**config.mk**
```make
export PLATFORM = sky130hd
export DESIGN_NAME = transmit_sequencer
export DESIGN_NICKNAME = d
export VERILOG_FILES = /design/src/rtl/transmit_sequencer.sv
export SDC_FILE = /design/constraint.sdc
export NUM_CORES = 1
export LEC_CHECK = 0
export CAP_MARGIN = 20
export CORE_MARGIN = 2
export CORE_UTILIZATION = 55
export CTS_CLUSTER_DIAMETER = 120
export DETAILED_ROUTE_END_ITERATION = 16
export PLACE_DENSITY = 0.75
export SETUP_SLACK_MARGIN = 0.5
export SYNTH_ARGS = -nofsm -noshare
export SYNTH_HDL_FRONTEND = slang
export SYNTH_SLANG_ARGS = --single-unit
```
**constraint.sdc**
```tcl
create_clock -name clk -period 6.38 [get_ports clk]
set_input_delay 1.276 -clock clk [delete_from_list [all_inputs] [get_ports clk]]
set_output_delay 1.276 -clock clk [all_outputs]
set_load 0.02 [all_outputs]
```
**src/rtl/transmit_sequencer.sv**
```systemverilog
// Programmable step sequencer: stores {dwell, select} beats and replays them onto the channel-mux
// configuration stream, once or continuously, with a one-cycle trigger after each accepted step.
module transmit_sequencer #(
   parameter int CHANNELS    = 8,
   parameter int SEL_WIDTH   = $clog2(3*CHANNELS),
   parameter int DEPTH       = 16,
   parameter int DWELL_WIDTH = 32
) (
   input  logic                                     clk,
   input  logic                                     reset,
   input  logic [DWELL_WIDTH+CHANNELS*SEL_WIDTH-1:0] prog_in_data,
   input  logic                                     prog_in_valid,
   input  logic                                     prog_in_last,
   output logic                                     prog_in_ready,
   input  logic [1:0]                               start_stop_data,
   input  logic                                     start_stop_valid,
   output logic                                     start_stop_ready,
   output logic [CHANNELS*SEL_WIDTH-1:0]            mux_config_data,
   output logic                                     mux_config_valid,
   input  logic                                     mux_config_ready,
   output logic                                     step_trigger,
   output logic                                     busy,
   output logic [$clog2(DEPTH)-1:0]                 step_index,
   output logic                                     prog_overflow
);

   localparam int SELW  = CHANNELS * SEL_WIDTH;
   localparam int BEATW = DWELL_WIDTH + SELW;
   localparam int AW    = $clog2(DEPTH);
   localparam int LW    = AW + 1;

   typedef enum logic [1:0] {IDLE, FETCH, SEND, DWELL} state_t;

   state_t                 state, next_state;
   logic [BEATW-1:0]       mem [DEPTH];
   logic [LW-1:0]          wr_addr, prog_len;
   logic                   first_beat, wr_room, prog_fire;
   logic [AW-1:0]          rd_addr;
   logic [DWELL_WIDTH-1:0] dwell_q, cnt;
   logic [SELW-1:0]        sel_q;
   logic                   loop_mode, stop_pending;
   logic                   start_cmd, stop_cmd, start_accept, mux_fire, last_step, dwell_done;

   // reset is active-low, so the loader is only ready once reset is released and the sequencer is idle
   assign prog_in_ready    = reset && (state == IDLE);
   assign start_stop_ready = 1'b1;
   assign mux_config_valid = (state == SEND);
   assign mux_config_data  = sel_q;
   assign busy             = (state != IDLE);

   assign prog_fire    = prog_in_valid && prog_in_ready;
   assign wr_room      = (wr_addr < LW'(DEPTH));
   assign start_cmd    = start_stop_valid && start_stop_data[0];
   assign stop_cmd     = start_stop_valid && (start_stop_data == 2'b00);
   assign start_accept = (state == IDLE) && start_cmd && (prog_len != '0);
   assign mux_fire     = mux_config_valid && mux_config_ready;
   assign last_step    = (LW'(rd_addr) == prog_len - LW'(1));
   assign dwell_done   = (cnt == DWELL_WIDTH'(1));

   // NOTE: the program store has no reset; prog_len alone decides which entries replay may read.
   always_ff @(posedge clk) begin
      if (prog_fire && wr_room) mem[wr_addr[AW-1:0]] <= prog_in_data;
   end

   // Beats past DEPTH are dropped and flagged; the flag survives until the next packet begins.
   always_ff @(posedge clk or negedge reset) begin
      if (!reset) begin
         wr_addr       <= '0;
         prog_len      <= '0;
         first_beat    <= 1'b1;
         prog_overflow <= 1'b0;
      end else if (prog_fire) begin
         first_beat    <= prog_in_last;
         prog_overflow <= (prog_overflow && !first_beat) || !wr_room;
         if (prog_in_last) begin
            wr_addr  <= '0;
            prog_len <= wr_room ? wr_addr + LW'(1) : wr_addr;
         end else if (wr_room) begin
            wr_addr <= wr_addr + LW'(1);
         end
      end
   end

   // NOTE: all clocked state uses non-blocking assignments so every flop samples pre-edge values.
   always_ff @(posedge clk or negedge reset) begin
      if (!reset) state <= IDLE;
      else        state <= next_state;
   end

   // NOTE: next_state takes its default before the case so no path can infer a latch.
   always_comb begin
      next_state = state;
      case (state)
         IDLE:    if (start_accept) next_state = FETCH;
         FETCH:   next_state = stop_cmd ? IDLE : SEND;
         SEND:    if (mux_fire) next_state = (stop_pending || stop_cmd) ? IDLE : DWELL;
         DWELL: begin
            if (stop_cmd)        next_state = IDLE;
            else if (dwell_done) next_state = (last_step && !loop_mode) ? IDLE : FETCH;
         end
         default: next_state = IDLE;
      endcase
   end

   // sel_q doubles as the memory read register, so the mux word holds between steps.
   always_ff @(posedge clk or negedge reset) begin
      if (!reset) begin
         rd_addr      <= '0;
         loop_mode    <= 1'b0;
         stop_pending <= 1'b0;
         dwell_q      <= '0;
         sel_q        <= '0;
         cnt          <= '0;
         step_index   <= '0;
         step_trigger <= 1'b0;
      end else begin
         step_trigger <= mux_fire;
         case (state)
            IDLE: begin
               if (start_accept) begin
                  rd_addr   <= '0;
                  loop_mode <= start_stop_data[1];
               end
            end
            FETCH: begin
               if (!stop_cmd) {dwell_q, sel_q} <= mem[rd_addr];
            end
            SEND: begin
               if (stop_cmd) stop_pending <= 1'b1;
               if (mux_fire) begin
                  step_index <= rd_addr;
                  cnt        <= (dwell_q == '0) ? DWELL_WIDTH'(1) : dwell_q;
               end
            end
            DWELL: begin
               if (!stop_cmd) begin
                  if (dwell_done) rd_addr <= last_step ? '0 : rd_addr + AW'(1);
                  else            cnt     <= cnt - DWELL_WIDTH'(1);
               end
            end
            default: ;
         endcase
         if (next_state == IDLE) stop_pending <= 1'b0;
      end
   end

endmodule

```
**After elaboration in Yosys (flattened, before gate mapping)**

Memory sizes are Yosys's and may differ from the RTL's. A register that Yosys moved wholly into a read port is not among the register bits.
Cells that the tools add are included.

- $add $sub $neg: 4
- $lt $le $gt $ge: 1
- Eq/ne operators: 10
- Muxes and demuxes: 25
- Bitwise gates (word level): 1
- Reduce and logical (&&, ||, !) cells: 33

Operator list:

| cell | number |
|---|---|
| $mux 32 | 4 |
| $pmux 32 s2 | 1 |
| $eq 32x1->1 const B | 1 |
| $logic_not 32->1 | 1 |
| $sub 32x1->32 const B | 1 |
| $mux 4 | 4 |
| $mux 2 | 6 |
| $logic_and 1x1->1 | 10 |
| $mux 5 | 2 |
| $reduce_and 2->1 | 5 |
| $reduce_bool 2->1 | 5 |
| $ne 2x2->1 const B | 4 |
| $pmux 2 s4 | 1 |
| $pmux 4 s2 | 1 |
| $reduce_and 4->1 | 2 |
| $logic_not 2->1 | 3 |
| $mux 1 | 6 |
| $add 5x1->5 const B | 1 |
| $eq 4x5->1 | 1 |
| $lt 5x5->1 const B | 1 |
| $reduce_bool 5->1 | 1 |
| $sub 5x1->5 const B | 1 |
| $add 4x1->4 const B | 1 |
| $eq 2x2->1 const B | 2 |
| other kinds (5) | 9 |

- Register bits after elaboration: 57
- Bits in writable memories: 1152
- Input bits: 80
- Output and inout port bits: 50
- Logic and storage cells: 86
- Memories: 1

Memories:

| name | words | width | rd ports | clocked after memory_dff | write ports | line | text |
|---|---|---|---|---|---|---|---|
| mem | 16 | 72 | 1 | 1 | 1 | 35 | `logic [BEATW-1:0] mem [DEPTH];` |

**Depth between registers and ports, before layout**

- Depth in word-level cells: 10
- Mapped depth: 9

**Worst setup path after synthesis**

OpenSTA, ideal clock, no wires.

- Kind: input port to flip-flop
- Start point: input port prog_in_valid
- End point: memory mem[1][0] in the netlist's numbering, enable pin
- Arrival: 6.619 ns
- Path slack: -0.830 ns
- Stages: 4
- Buffers on the path: 0
- Cells stage by stage: nand3_1 > nor2_1 > nand2_1 > nor3_1

- Longest elaborated chain between the ends: 4

RTL lines:

| element | line | text |
|---|---|---|
| from (decl) | 12 | `input logic prog_in_valid,` |
| $logic_and 1x1->1 | 51 | `assign prog_fire = prog_in_valid && prog_in_ready;` |
| $logic_and 1x1->1 | 62 | `if (prog_fire && wr_room) mem[wr_addr[AW-1:0]] <= prog_in_data;` |
| $mux 1 | 62 |  |
| $mux 1 (implied by the code) | 62 |  |
| to (decl) | 35 |  |

Every way passes these cells.

**Worst setup path after layout**

- Start point: input port prog_in_valid
- End point: memory mem[0][36] in the netlist's numbering, enable pin

The elaborated chain is that of the path after synthesis.

==> results.md <==
* Status: finished clean
* Layout Cells excl Fill at 4025
* Post-synthesis sequential area ratio at 0.760
* Vert. Die Dim at 305 um
* Most frequent cells in the layout: edfxtp_1, mux4_2, nand2_1, mux2i_1, clkdlybuf4s50_1
* Final setup viols at 0
* CP dominant cell by count: buf_4
* RSZ-0062 raised after global routing: false
* Commonest non-fill, non-tap cell in the layout: edfxtp_1
* Final core occ at 0.630
* Worst EP required at 6700 ps
* Min Hold Slack at 478 ps
* Final Worst Setup Slack at 2480 ps
* Num Clock Sinks at 1281
* Nets at 2834
* RD Place Congestion at 0.848
* Grt total ovfl at 0
* Area added between synthesis and finish at 13.7%
* Crit Path Category: input port to flip-flop
* Hold Path Class: flip-flop to flip-flop
* Fmax at 256 MHz
* Pre-CTS WS at 1790 ps
* H-Tree Depth at 3
* DIE AREA at 92900 um^2
* Synth top area share at 0.695
* Post-route total power at 21.8 mW
* Mapped Area at 49800 um^2
* EDFF count, synth at 1152
* Post-route cell area at 56600 um^2
* DR pass1 iterations at 5
* Core Box Area at 89900 um^2
* Root buffer cell: clkbuf_16
* Initial antenna violation count at 4
* Hold_buf cts at 0
* Vias in the first global route at 27258
* Residual DRC at 0
* Worst rel slew slack at 0.260
* Worst Clk Skew at 39.7 ps
* Cells after synthesis at 2609
* I/O pin cnt at 130
* Slowest Stage Delay on Critical Path at 680 ps
* Final Max Tran Viols at 0
* Num CTS Buffers at 119
* Setup TNS at 0 ps
* Via count at 26489
* Biggest area consumer among synthesized cells: edfxtp_1
* Crit start category: input port
* Proportion of layout cells with a drive suffix above 1 at 0.169
* CTS tree: done
* CP cell instances: clkdlybuf4s50_1 > nand3_1 > nor2_1 > nand2_1 > nor3_4 > buf_4 > buf_4
* Worst-path clk slew at 60 ps
* Final period utilization at 0.612
* Number of I/O port buffers at 128
* Detailed placement HPWL at 59.9 mm
* First-pass GRT wire length at 175 mm
* Crit path max fanout at 42
* Worst IR Drop VDD at 0.294 mV
* Area after DPL at 52600 um^2
* Endpoint class of the critical path: flip-flop
* Drt total wl at 115 mm
* First DRT Iteration DRCs at 2984
* Buf/Inv on CP at 3
* Final Hold Fails at 0
* Detail Route Antenna Nets at 0
* Max-cap violations at 0
* Critical-path top delay cell: buf_4
* Syn_nets at 2697
* Synth Area per Inst at 19.1 um^2
* Leakage power at 17.9 nW
* Std-Cell Rows at 110
* Yosys cell types at 66
* Synth warn at 0
* Total GRT Usage at 0.251
* Flops & latches, synth at 1281
* Largest net degree at the start of global routing at 146
* Initial Util at 0.554
* Largest delay share family, worst path: buffers and inverters
* Flop2flop setup slack at 2620 ps
* Post-route minimum period at 3900 ps
* Clock Latency Late Sink at 710 ps
* Pwr Density at 386 nW/um^2
* Slew @ Worst Pin at 1110 ps
* Fraction of registers with async set/reset at 0.101
* Arrival time worst endpoint at 4220 ps
* Most used DFF post-synth: edfxtp_1
* Die width at 305 um
* Synth area leaders: edfxtp_1, mux4_2, dfrtp_1
* # resized after CTS at 0
* Max Buffers Root-to-Sink at 3
* Via-to-Cell Ratio at 6.58
* Placed cells at 3797
* Average wire per standard cell at 28.7 um
* Ant diodes at 0
* Postcts setup bufs at 0
==> metal layers <==
metal,global-route usage,wire length (um)
met5,0,57
met3,0.0396,9680
met2,0.413,57300
met4,0.0760,2930
met1,0.351,45500
==> cell usage after synthesis, drive strengths merged (6+ instances only) <==
library cell     n
o31ai           48
mux2i          145
edfxtp        1152
nor4            25
nor3            15
o22ai           36
o21ai           30
or3              7
o221ai          40
and2            44
xnor2            6
nand2          157
clkbuf         112
nand3           19
or4              6
a211oi          74
buf             52
mux4           216
a31oi            6
ha               8
a21oi           58
dfrtp          128
o311ai          10
a311oi          32
nand4           12
nor2            51
inv             13
a21o            33
==> where the power goes <==
group          switching [mW]  internal (mW)
Sequential              0.558           9.62
Combinational            2.43           2.10
Clock                    3.04           4.07
Total                    6.03           15.8
==> layout make-up <==
class | count | area [um^2]
well taps | 1176 | 1470
repair buffers | 180 | 1900
clock buffers | 164 | 3310
flip-flops and latches | 1281 | 37800
multi-input cells | 1151 | 11400
fillers | 5848 | 33300
clock inverters | 60 | 639
inverters | 13 | 51.3
==> worst paths after layout <==
check                                     from                   to  depth (start not counted)
setup / recovery                 prog_in_valid           mem[0][36]                          7
hold / removal             mux_config_data[31]  mux_config_data[31]                          1
setup reg to reg                      state[1]           mem[0][36]                          7
hold reg to reg            mux_config_data[31]  mux_config_data[31]                          1
max in group asynchronous                reset               cnt[3]                          3
min in group asynchronous                reset          dwell_q[10]                          1
==> cells by family (layout without fill, tap and decap cells) <==
family          Yosys count  in the layout  synth area share
compound gates          404            404            0.0588
mux                     361            361             0.127
xor+xnor                  9              9           0.00158
flops                  1281           1281             0.760
fa+ha+maj                 8              8           0.00201
buf+inv                 177            417            0.0147
other cells               1              1         0.0000753
simple gates            368            368            0.0362
==> registers in the layout, summed over array words and instances, names as in the netlist, 2 cells and up <==
signal,flops
mem,1152
mux_config_data,40
cnt,32
dwell_q,32
prog_len,5
wr_addr,5
rd_addr,4
step_index,4
state,2
Power figures use the tool's default switching activity.
